**src/rtl/calc_op_sequencer_if.sv**
```systemverilog
// ALU-side bundle of the calculator sequencer: latched operands, function code,
// start/done handshake and the signed result returned by the shared ALU.
interface calc_op_sequencer_if #(
    parameter int DATA_W = 4,
    parameter int RES_W  = 8
);
    logic [DATA_W-1:0] alu_a_out;
    logic [DATA_W-1:0] alu_b_out;
    logic [1:0]        alu_fn_out;
    logic              alu_start_out;
    logic              alu_done_in;
    logic [RES_W:0]    alu_result_in;

    modport master (
        output alu_a_out, alu_b_out, alu_fn_out, alu_start_out,
        input  alu_done_in, alu_result_in
    );

    modport slave (
        input  alu_a_out, alu_b_out, alu_fn_out, alu_start_out,
        output alu_done_in, alu_result_in
    );
endinterface

```
**src/rtl/calc_op_sequencer.sv**
```systemverilog
// Calculator op sequencer: operand capture, ALU start/done handshake and a serial
// double-dabble to packed BCD. Defining CALC_TIMEOUT_EN adds an ALU watchdog (TO_CYC).
module calc_op_sequencer #(
    parameter int DATA_W = 4,
    parameter int RES_W  = 8,
    parameter int DIGITS = 3
`ifdef CALC_TIMEOUT_EN
    ,
    parameter int TO_CYC = 255
`endif
) (
    input  logic                 clk,
    input  logic                 rst,
    input  logic [DATA_W-1:0]    dat_in,
    input  logic [1:0]           function_in,
    input  logic                 enter_in,
    input  logic                 clear_in,
    calc_op_sequencer_if.master  alu,
    output logic [4*DIGITS-1:0]  bcd_out,
    output logic                 neg_out,
    output logic                 err_out,
    output logic                 valid_out,
    output logic                 busy_out
);
    localparam int                  CNT_W   = $clog2(RES_W + 1);
    localparam logic [31:0]         BCD_MAX = 32'(10 ** DIGITS - 1);
    localparam logic [4*DIGITS-1:0] ALL_F   = '1;

    typedef enum logic [2:0] {
        S_IDLE,
        S_WAIT_B,
        S_EXEC,
        S_CONV,
        S_SHOW
    } state_t;

    state_t              r_state;
    state_t              w_state_next;

    logic [DATA_W-1:0]   r_a;
    logic [DATA_W-1:0]   r_b;
    logic [1:0]          r_fn;
    logic                r_first;
    logic [RES_W-1:0]    r_shift;
    logic [4*DIGITS-1:0] r_work;
    logic [4*DIGITS-1:0] r_bcd;
    logic [CNT_W-1:0]    r_cnt;
    logic                r_ovf;
    logic                r_neg;
    logic                r_err;
    logic                r_valid;

    logic                w_div0;
    logic                w_done_ok;
    logic                w_conv_last;
    logic                w_timeout;
    logic                w_start;
    logic                w_busy;
    logic [RES_W-1:0]    w_mag;
    logic                w_res_neg;
    logic                w_ovf;
    logic [4*DIGITS-1:0] w_adj;
    logic [4*DIGITS-1:0] w_work_next;

    assign w_div0      = (function_in == 2'b11) && (dat_in == '0);
    // A done coinciding with the start pulse belongs to no operation of ours.
    assign w_done_ok   = (r_state == S_EXEC) && !r_first && alu.alu_done_in;
    assign w_conv_last = (r_state == S_CONV) && (r_cnt == CNT_W'(RES_W - 1));

    assign w_mag     = alu.alu_result_in[RES_W] ? (~alu.alu_result_in[RES_W-1:0] + 1'b1)
                                                : alu.alu_result_in[RES_W-1:0];
    assign w_res_neg = alu.alu_result_in[RES_W] && (w_mag != '0);
    assign w_ovf     = 32'(w_mag) > BCD_MAX;

    genvar gi;
    generate
        for (gi = 0; gi < DIGITS; gi++) begin : g_add3
            assign w_adj[4*gi +: 4] = (r_work[4*gi +: 4] >= 4'd5) ? (r_work[4*gi +: 4] + 4'd3)
                                                                  : r_work[4*gi +: 4];
        end
    endgenerate
    assign w_work_next = (w_adj << 1) | (4*DIGITS)'(r_shift[RES_W-1]);

`ifdef CALC_TIMEOUT_EN
    localparam int TO_W = $clog2(TO_CYC + 1);
    logic [TO_W-1:0] r_to;

    // Counts cycles since the start pulse; the start cycle itself is count 0.
    assign w_timeout = (r_state == S_EXEC) && !w_done_ok && (r_to == TO_W'(TO_CYC - 1));

    always_ff @(posedge clk) begin
        if (rst || clear_in || (r_state != S_EXEC)) begin
            r_to <= '0;
        end else begin
            r_to <= r_to + 1'b1;
        end
    end
`else
    assign w_timeout = 1'b0;
`endif

    always_ff @(posedge clk) begin
        if (rst || clear_in) begin
            r_state <= S_IDLE;
        end else begin
            r_state <= w_state_next;
        end
    end

    always_comb begin
        w_state_next = r_state;
        case (r_state)
            S_IDLE:   if (enter_in) w_state_next = S_WAIT_B;
            S_WAIT_B: if (enter_in) w_state_next = w_div0 ? S_SHOW : S_EXEC;
            S_EXEC: begin
                if (w_done_ok) begin
                    w_state_next = S_CONV;
                end else if (w_timeout) begin
                    w_state_next = S_SHOW;
                end
            end
            S_CONV:   if (w_conv_last) w_state_next = S_SHOW;
            S_SHOW:   if (enter_in) w_state_next = S_WAIT_B;
            default:  w_state_next = S_IDLE;
        endcase
    end

    always_comb begin
        w_start = 1'b0;
        w_busy  = 1'b0;
        case (r_state)
            S_EXEC: begin
                w_start = r_first;
                w_busy  = 1'b1;
            end
            S_CONV:  w_busy = 1'b1;
            default: ;
        endcase
    end

    always_ff @(posedge clk) begin
        if (rst || clear_in) begin
            r_a     <= '0;
            r_b     <= '0;
            r_fn    <= '0;
            r_first <= 1'b0;
            r_shift <= '0;
            r_work  <= '0;
            r_bcd   <= '0;
            r_cnt   <= '0;
            r_ovf   <= 1'b0;
            r_neg   <= 1'b0;
            r_err   <= 1'b0;
            r_valid <= 1'b0;
        end else begin
            case (r_state)
                S_IDLE, S_SHOW: begin
                    if (enter_in) begin
                        r_a     <= dat_in;
                        r_valid <= 1'b0;
                    end
                end
                S_WAIT_B: begin
                    if (enter_in) begin
                        r_b  <= dat_in;
                        r_fn <= function_in;
                        if (w_div0) begin
                            r_err   <= 1'b1;
                            r_neg   <= 1'b0;
                            r_bcd   <= ALL_F;
                            r_valid <= 1'b1;
                        end else begin
                            r_first <= 1'b1;
                        end
                    end
                end
                S_EXEC: begin
                    r_first <= 1'b0;
                    if (w_done_ok) begin
                        r_neg   <= w_res_neg;
                        r_shift <= w_mag;
                        r_ovf   <= w_ovf;
                        r_work  <= '0;
                        r_cnt   <= '0;
                    end else if (w_timeout) begin
                        r_err   <= 1'b1;
                        r_neg   <= 1'b0;
                        r_bcd   <= ALL_F;
                        r_valid <= 1'b1;
                    end
                end
                S_CONV: begin
                    r_shift <= r_shift << 1;
                    r_work  <= w_work_next;
                    r_cnt   <= r_cnt + 1'b1;
                    if (w_conv_last) begin
                        r_bcd   <= r_ovf ? ALL_F : w_work_next;
                        r_err   <= r_ovf;
                        r_valid <= 1'b1;
                    end
                end
                default: ;
            endcase
        end
    end

    assign alu.alu_a_out     = r_a;
    assign alu.alu_b_out     = r_b;
    assign alu.alu_fn_out    = r_fn;
    assign alu.alu_start_out = w_start;
    assign bcd_out           = r_bcd;
    assign neg_out           = r_neg;
    assign err_out           = r_err;
    assign valid_out         = r_valid;
    assign busy_out          = w_busy;
endmodule

```
**src/flat_wrapper.sv**
```systemverilog
// flat-port wrapper written by rule: the top's interface ports become plain ports
module calc_op_sequencer_flat 
#(
    parameter int DATA_W = 4,
    parameter int RES_W  = 8,
    parameter int DIGITS = 3

)
  (clk, rst, dat_in, function_in, enter_in, clear_in, bcd_out, neg_out, err_out, valid_out, busy_out, alu_alu_a_out, alu_alu_b_out, alu_alu_fn_out, alu_alu_start_out, alu_alu_done_in, alu_alu_result_in);
  calc_op_sequencer_if #(.DATA_W(DATA_W), .RES_W(RES_W)) alu_i ();
  input  logic clk;
  input  logic rst;
  input  logic [DATA_W-1:0] dat_in;
  input  logic [1:0] function_in;
  input  logic enter_in;
  input  logic clear_in;
  output logic [4*DIGITS-1:0] bcd_out;
  output logic neg_out;
  output logic err_out;
  output logic valid_out;
  output logic busy_out;
  output wire logic [$bits(alu_i.alu_a_out)-1:0] alu_alu_a_out;
  output wire logic [$bits(alu_i.alu_b_out)-1:0] alu_alu_b_out;
  output wire logic [$bits(alu_i.alu_fn_out)-1:0] alu_alu_fn_out;
  output wire logic [$bits(alu_i.alu_start_out)-1:0] alu_alu_start_out;
  input wire logic [$bits(alu_i.alu_done_in)-1:0] alu_alu_done_in;
  input wire logic [$bits(alu_i.alu_result_in)-1:0] alu_alu_result_in;
  assign alu_alu_a_out = alu_i.alu_a_out;
  assign alu_alu_b_out = alu_i.alu_b_out;
  assign alu_alu_fn_out = alu_i.alu_fn_out;
  assign alu_alu_start_out = alu_i.alu_start_out;
  assign alu_i.alu_done_in = alu_alu_done_in;
  assign alu_i.alu_result_in = alu_alu_result_in;
  calc_op_sequencer #(.DATA_W(DATA_W), .RES_W(RES_W), .DIGITS(DIGITS)) u_core (.clk(clk), .rst(rst), .dat_in(dat_in), .function_in(function_in), .enter_in(enter_in), .clear_in(clear_in), .alu(alu_i), .bcd_out(bcd_out), .neg_out(neg_out), .err_out(err_out), .valid_out(valid_out), .busy_out(busy_out));
endmodule
```
**config.mk**
```make
export PLATFORM = sky130hd
export DESIGN_NAME = calc_op_sequencer_flat
export DESIGN_NICKNAME = d
export VERILOG_FILES = /design/src/rtl/calc_op_sequencer_if.sv /design/src/rtl/calc_op_sequencer.sv /design/src/flat_wrapper.sv
export SDC_FILE = /design/constraint.sdc
export NUM_CORES = 1
export LEC_CHECK = 0
export CORE_MARGIN = 1
export CORE_UTILIZATION = 51
export DETAILED_ROUTE_END_ITERATION = 8
export PLACE_DENSITY_LB_ADDON = 0.12
export SYNTH_ARGS = -nofsm -noshare
export SYNTH_HDL_FRONTEND = slang
export SYNTH_SLANG_ARGS = --single-unit
```
**constraint.sdc**
```tcl
create_clock -name clk -period 1.95 [get_ports clk]
set_input_delay 0.39 -clock clk [delete_from_list [all_inputs] [get_ports clk]]
set_output_delay 0.39 -clock clk [all_outputs]
set_load 0.05 [all_outputs]
```
Yosys cells after proc, flatten, opt, wreduce, memory -nomap -nowiden
Cells that the tools add are included.

Reductions and logical operators: 24. Add/subtract/negate cells: 5. Muxes and demuxes: 36. Eq/ne operators: 12. Order comparisons: 3. Bitwise gates (word level): 2.

Operator list (number): $mux 12 (4); $pmux 12 s2 (2); $mux 3 (6); $mux 8 (2); $pmux 8 s2 (1); $ge 4x3->1 const B (3); $mux 1 (12); $mux 4 (3); $or 12x1->12 (1); $pmux 3 s4 (1); $reduce_and 4->1 (3); $add 4x2->4 const B (2); $add 8x1->8 const B (1); $ne 2x1->1 const B (4); $not 8->8 (1); $pmux 4 s2 (1); $reduce_bool 8->1 (1); $eq 3x2->1 const B (2); $pmux 1 s2 (3); $reduce_and 2->1 (3); $reduce_bool 2->1 (3); $logic_and 1x1->1 (5); $reduce_and 5->1 (1); $add 4x1->4 const B (1); other kinds (14) (16).

Register bits: 53. Input port bits: 20. Output and inout bits: 27.

Longest topological paths before layout
Word-level depth: 7. Depth in mapped cells: 7. Gate-level depth less buffers: 7.

Worst setup path before layout
OpenSTA, ideal clock, no wires.

Path kind: register to register. From: reg u_core.r_state[2]. To: reg u_core.r_shift[1]. Buffers on the path: 1. Data required time: 1.822 ns. Cell stages (with the launch flop): 7. Arrival time: 2.079 ns. Path slack: -0.257 ns. Cell sequence: dfxtp_1 buf_2 nor2b_1 nor3b_2 nor2_2 a221oi_1 nor2_1.

Word-level cells in the longest chain between the ends: 5.

Ends and longest elaborated chain: start, declared (RTL line calc_op_sequencer.sv:37) `state_t r_state;`; start signal, assigned (RTL line calc_op_sequencer.sv:106) `r_state <= w_state_next;`; $eq 3x2->1 (RTL line calc_op_sequencer.sv:67, calc_op_sequencer.sv:156); $logic_and 1x1->1 (2 in a row) (RTL line calc_op_sequencer.sv:67) `assign w_done_ok = (r_state == S_EXEC) && !r_first && alu.alu_done_in;`; $ne 2x1->1 (no line); $reduce_and 2->1 (no line); end signal, assigned (RTL line calc_op_sequencer.sv:181) `r_shift <= w_mag;`; end signal, assigned (RTL line calc_op_sequencer.sv:193) `r_shift <= r_shift << 1;`; end, declared (RTL line calc_op_sequencer.sv:44) `logic [RES_W-1:0] r_shift;`.

Several ways; a longest one is shown, not always the timed one. A chain may end at the register's enable or synchronous reset.

Worst setup path in the final report
From: in alu_alu_result_in[3]. To: reg u_core.r_neg (netlist: u_core.neg_out).

Word-level cells in the longest chain between the ends: 7.

Ends and longest elaborated chain: start, declared (RTL line flat_wrapper.sv:27) `input wire logic [$bits(alu_i.alu_result_in)-1:0] alu_alu_result_in;`; $not 8->8 (RTL line calc_op_sequencer.sv:70) `assign w_mag = alu.alu_result_in[RES_W] ? (~alu.alu_result_in[RES_W-1:0] + 1'b1)`; $add 8x1->8 (RTL line calc_op_sequencer.sv:70); $mux 8 * (RTL line calc_op_sequencer.sv:70); $reduce_bool 8->1 * (RTL line calc_op_sequencer.sv:72) `assign w_res_neg = alu.alu_result_in[RES_W] && (w_mag != '0);`; $logic_and 1x1->1 * (RTL line calc_op_sequencer.sv:72); $mux 1 * (RTL line calc_op_sequencer.sv:179) `if (w_done_ok) begin`; $pmux 1 s2 * (RTL line calc_op_sequencer.sv:156) `case (r_state)`; end signal, assigned (RTL line calc_op_sequencer.sv:180) `r_neg <= w_res_neg;`; end, declared (RTL line calc_op_sequencer.sv:49) `logic r_neg;`.

Every way passes the cells marked *; elsewhere a longest branch is shown, timed or not. The select of a mux whose other input is x is not followed.

==> metrics.md <==
| Metric | Value |
|---|---|
| Worst R2R End | `u_core.r_shift[3]$_SDFFE_PP0P_` |
| Total Wirelength | `between 6 and 7 mm` |
| Core area | `slightly below 0.005 mm2` |
| Crit-path max FO | `6` |
| Metal3 WL | `around 240 um` |
| Minimum clock period | `about 1.9 ns` |
| # hold bufs at CTS | `0` |
| Synth Warn # | `0` |
| Worst Path Arrival | `2.08 ns` |
| Max Slew Vio Count | `0` |
| Vias in the first global route | `about 2300` |
| Clock Latency Late Sink | `0.30 ns` |
| Area Growth Syn to Fin | `33.90%` |
| Metal2 WL | `about 3 mm` |
| Largest net degree at the start of global routing | `25` |
| Post-DP HPWL | `roughly 4.5 mm` |
| Post-synthesis sequential area ratio | `around 40%` |
| Final Hold Vio Count | `0` |
| First-pass GRT wire length | `9.949 mm` |
| Max layer used | `met4` |
| Most frequent cells in the layout | `dfxtp_1 (53), nor2_1 (45), a21oi_1 (43)` |
| Ratio of final minimum period to clock period | `97.59%` |
| Vias | `about 2600` |
| Core Rows | `25` |
| TritonCTS Buffers | `5` |
| Inst Count DP | `458` |
| TritonRoute pass-1 iters | `4` |
| Clk buf depth | `2` |
| Synth cell types | `48` |
| # setup viols final | `0` |
| Worst-Margin Slew | `approximately 0.52 ns` |
| CTS tree | `done` |
| Critical path startpoint category | `input port` |
| CP required | `2.13 ns` |
| # diodes | `0` |
| Final #Nets | `approximately 430` |
| Worst min path class | `flip-flop to flip-flop` |
| PortBufs | `46` |
| Clock transition at path regs | `0.09 ns` |
| Clock Tree Root | `clkbuf_8` |
| Non-filler cells, final | `465` |
| Hold Worst Slack | `~0.46 ns` |
| Hold Crit Depth | `2` |
| Most common cell after layout, fill and taps aside | `dfxtp_1` |
| Die area | `0.005458 mm2` |
| Hold Path Sink | `u_core.alu.alu_fn_out[1]$_SDFFE_PP0P_` |
| Async SR Flop Fraction | `0%` |
| Starting Density | `between 50 and 60%` |
| Relative slew margins | `64.95%` |
| Total GRT Usage | `a little under a quarter` |
| RSZ-0062 raised after global routing | `false` |
| Initial antenna violation count | `0` |
| Status | `finished clean` |
| Mapped Area | `~0.0026 mm2` |
| Power, Total | `about 2000 uW` |
| Crit Path Category | `input port to flip-flop` |
| HP Start | `u_core.alu.alu_fn_out[1]$_SDFFE_PP0P_` |
| FF-to-FF setup slack | `roughly 0.23 ns` |
| Worst reg2reg path depth | `5` |
| F_max | `between 0.5 and 0.6 GHz` |
| Drt initial violations | `about 100` |
| Clock sink total | `53` |
| DIE HEIGHT | `73.88 um` |
| Peak supply drop | `roughly 0.32 mV` |
| H-Tree Depth | `2` |
| Metal-1 WL | `2.742 mm` |
| Drt via density | `about 5.5` |
| Mapped Nets | `approximately 360` |
| Mapped Avg Cell Area | `8.009 um2` |
| Worst Setup End Kind | `flip-flop` |
| DRC | `0` |
| Most used DFF post-synth | `dfxtp_1` |
| Postcts setup bufs | `0` |
| Placer congestion estimate | `between 0.8 and 0.9` |
| Total grt overflow | `0` |
| Synth Register Bits | `between 50 and 60` |
| Filler cell count | `365` |
| Post-synth EDFFs | `0` |
| Final Util | `72.77%` |
| Fraction of layout cells with a size suffix above 1 | `approximately 15%` |
| Final ANT Viol Nets | `0` |
| Setup Skew | `around 0.0057 ns` |
| Pwr Density | `~560 mW/mm2` |
| I/O Pins | `47` |
| Die Width | `73.88 um` |
| Cells after Synth | `~330` |
| Max-cap viol count | `0` |
| Wire length per cell | `between 10 and 15 um` |
| Static leakage | `~0.0013 uW` |
| Crit Reg-Reg Startpoint | `u_core.r_state[1]$_SDFFE_PP0P_` |
[routing by layer]
metal / up-vias / global-route usage (%)
li1: 1290 / -
met1: 1169 / 29.82
met2: 77 / 39.55
met3: 15 / 4.115
met4: 0 / 8.547
met5: - / 0
[worst max-delay path, cell delays in order]
cell and delay [ns]:
clkdlybuf4s50_1 0.42, or3_4 0.43, or4_4 0.52, a21boi_2 0.13
o21a_2 0.14, a22oi_2 0.05
[cell type report]
| type | count | area, um2 | share of cell area (%) |
|---|---|---|---|
| repair buffers | 80 | 778.2 | 22.06 |
| well taps | 67 | 83.83 | 2.376 |
| multi-input cells | 248 | 1481 | 41.99 |
| flip-flops and latches | 53 | 1061 | 30.07 |
| inverters | 10 | 37.54 | 1.064 |
| clock buffers | 7 | 86.33 | 2.447 |
[cell families after synthesis]
logic type	after synthesis	synth area share, %
flip-flops	53	40.27
buffers and inverters	28	4.653
adder cells (fa/ha/maj)	8	3.799
AND/OR/NAND/NOR	137	25.31
multiplexers	6	2.279
AO/OA/AOI/OAI	87	20.37
XOR/XNOR	10	3.324
[report_power, final]
part,internal [uW],switching [uW],total [uW]
combinational,134,138,272
clock,282,323,605
sequential,1090,7.04,1100
total,1510,468,1970
[registers in the layout, indices dropped and copies added (netlist names)]
register / flops
u_core.r_shift: 8
u_core.valid_out: 1
u_core.r_cnt: 4
u_core.bcd_out: 12
u_core.alu.alu_a_out: 4
u_core.alu.alu_b_out: 4
u_core.r_first: 1
u_core.err_out: 1
u_core.neg_out: 1
u_core.r_state: 3
u_core.alu.alu_fn_out: 2
u_core.r_work: 12
[through the flow]
step	area (um2)	worst slack [ns]	setup TNS, ns
CTS	3501	0.01093	0
global placement	3410	-0.2674	-0.7724
detailed placement	3410	-0.3147	-1.373
floorplan	2638	0.05537	0
global route	3528	0.004212	0
finish	3528	0.04702	0
[synthesized netlist by cell type (all sizes together) (7+ instances only)]
cell type | number | area [um2]
a21oi | 43 | 215.2
nor3b | 7 | 57.55
inv | 10 | 37.54
xnor2 | 8 | 70.07
nor3 | 10 | 50.05
nand3 | 10 | 50.05
a211oi | 14 | 105.1
o21ai | 7 | 35.03
clkbuf | 11 | 41.29
ha | 8 | 100.1
buf | 7 | 43.79
nand2 | 36 | 135.1
nor2 | 46 | 175.2
dfxtp | 53 | 1061
[repair_timing]
item	in CTS	in global routing
gates resized for setup	1	7
setup endpoints to repair	1	1
pin swaps	0	2
[how the worst max path moves through the flow]
stage                                           to                            from  slack, ns
finish                 u_core.neg_out$_SDFFE_PP0P_            alu_alu_result_in[3]       0.05
global route           u_core.neg_out$_SDFFE_PP0P_            alu_alu_result_in[3]      0.004
CTS                    u_core.neg_out$_SDFFE_PP0P_            alu_alu_result_in[0]       0.01
detailed placement     u_core.neg_out$_SDFFE_PP0P_            alu_alu_result_in[0]      -0.31
global placement       u_core.neg_out$_SDFFE_PP0P_            alu_alu_result_in[0]      -0.27
floorplan           u_core.r_shift[1]$_SDFFE_PP0P_  u_core.r_state[2]$_SDFFE_PP0P_       0.06
Note: power is estimated with default switching activity, not from simulation.
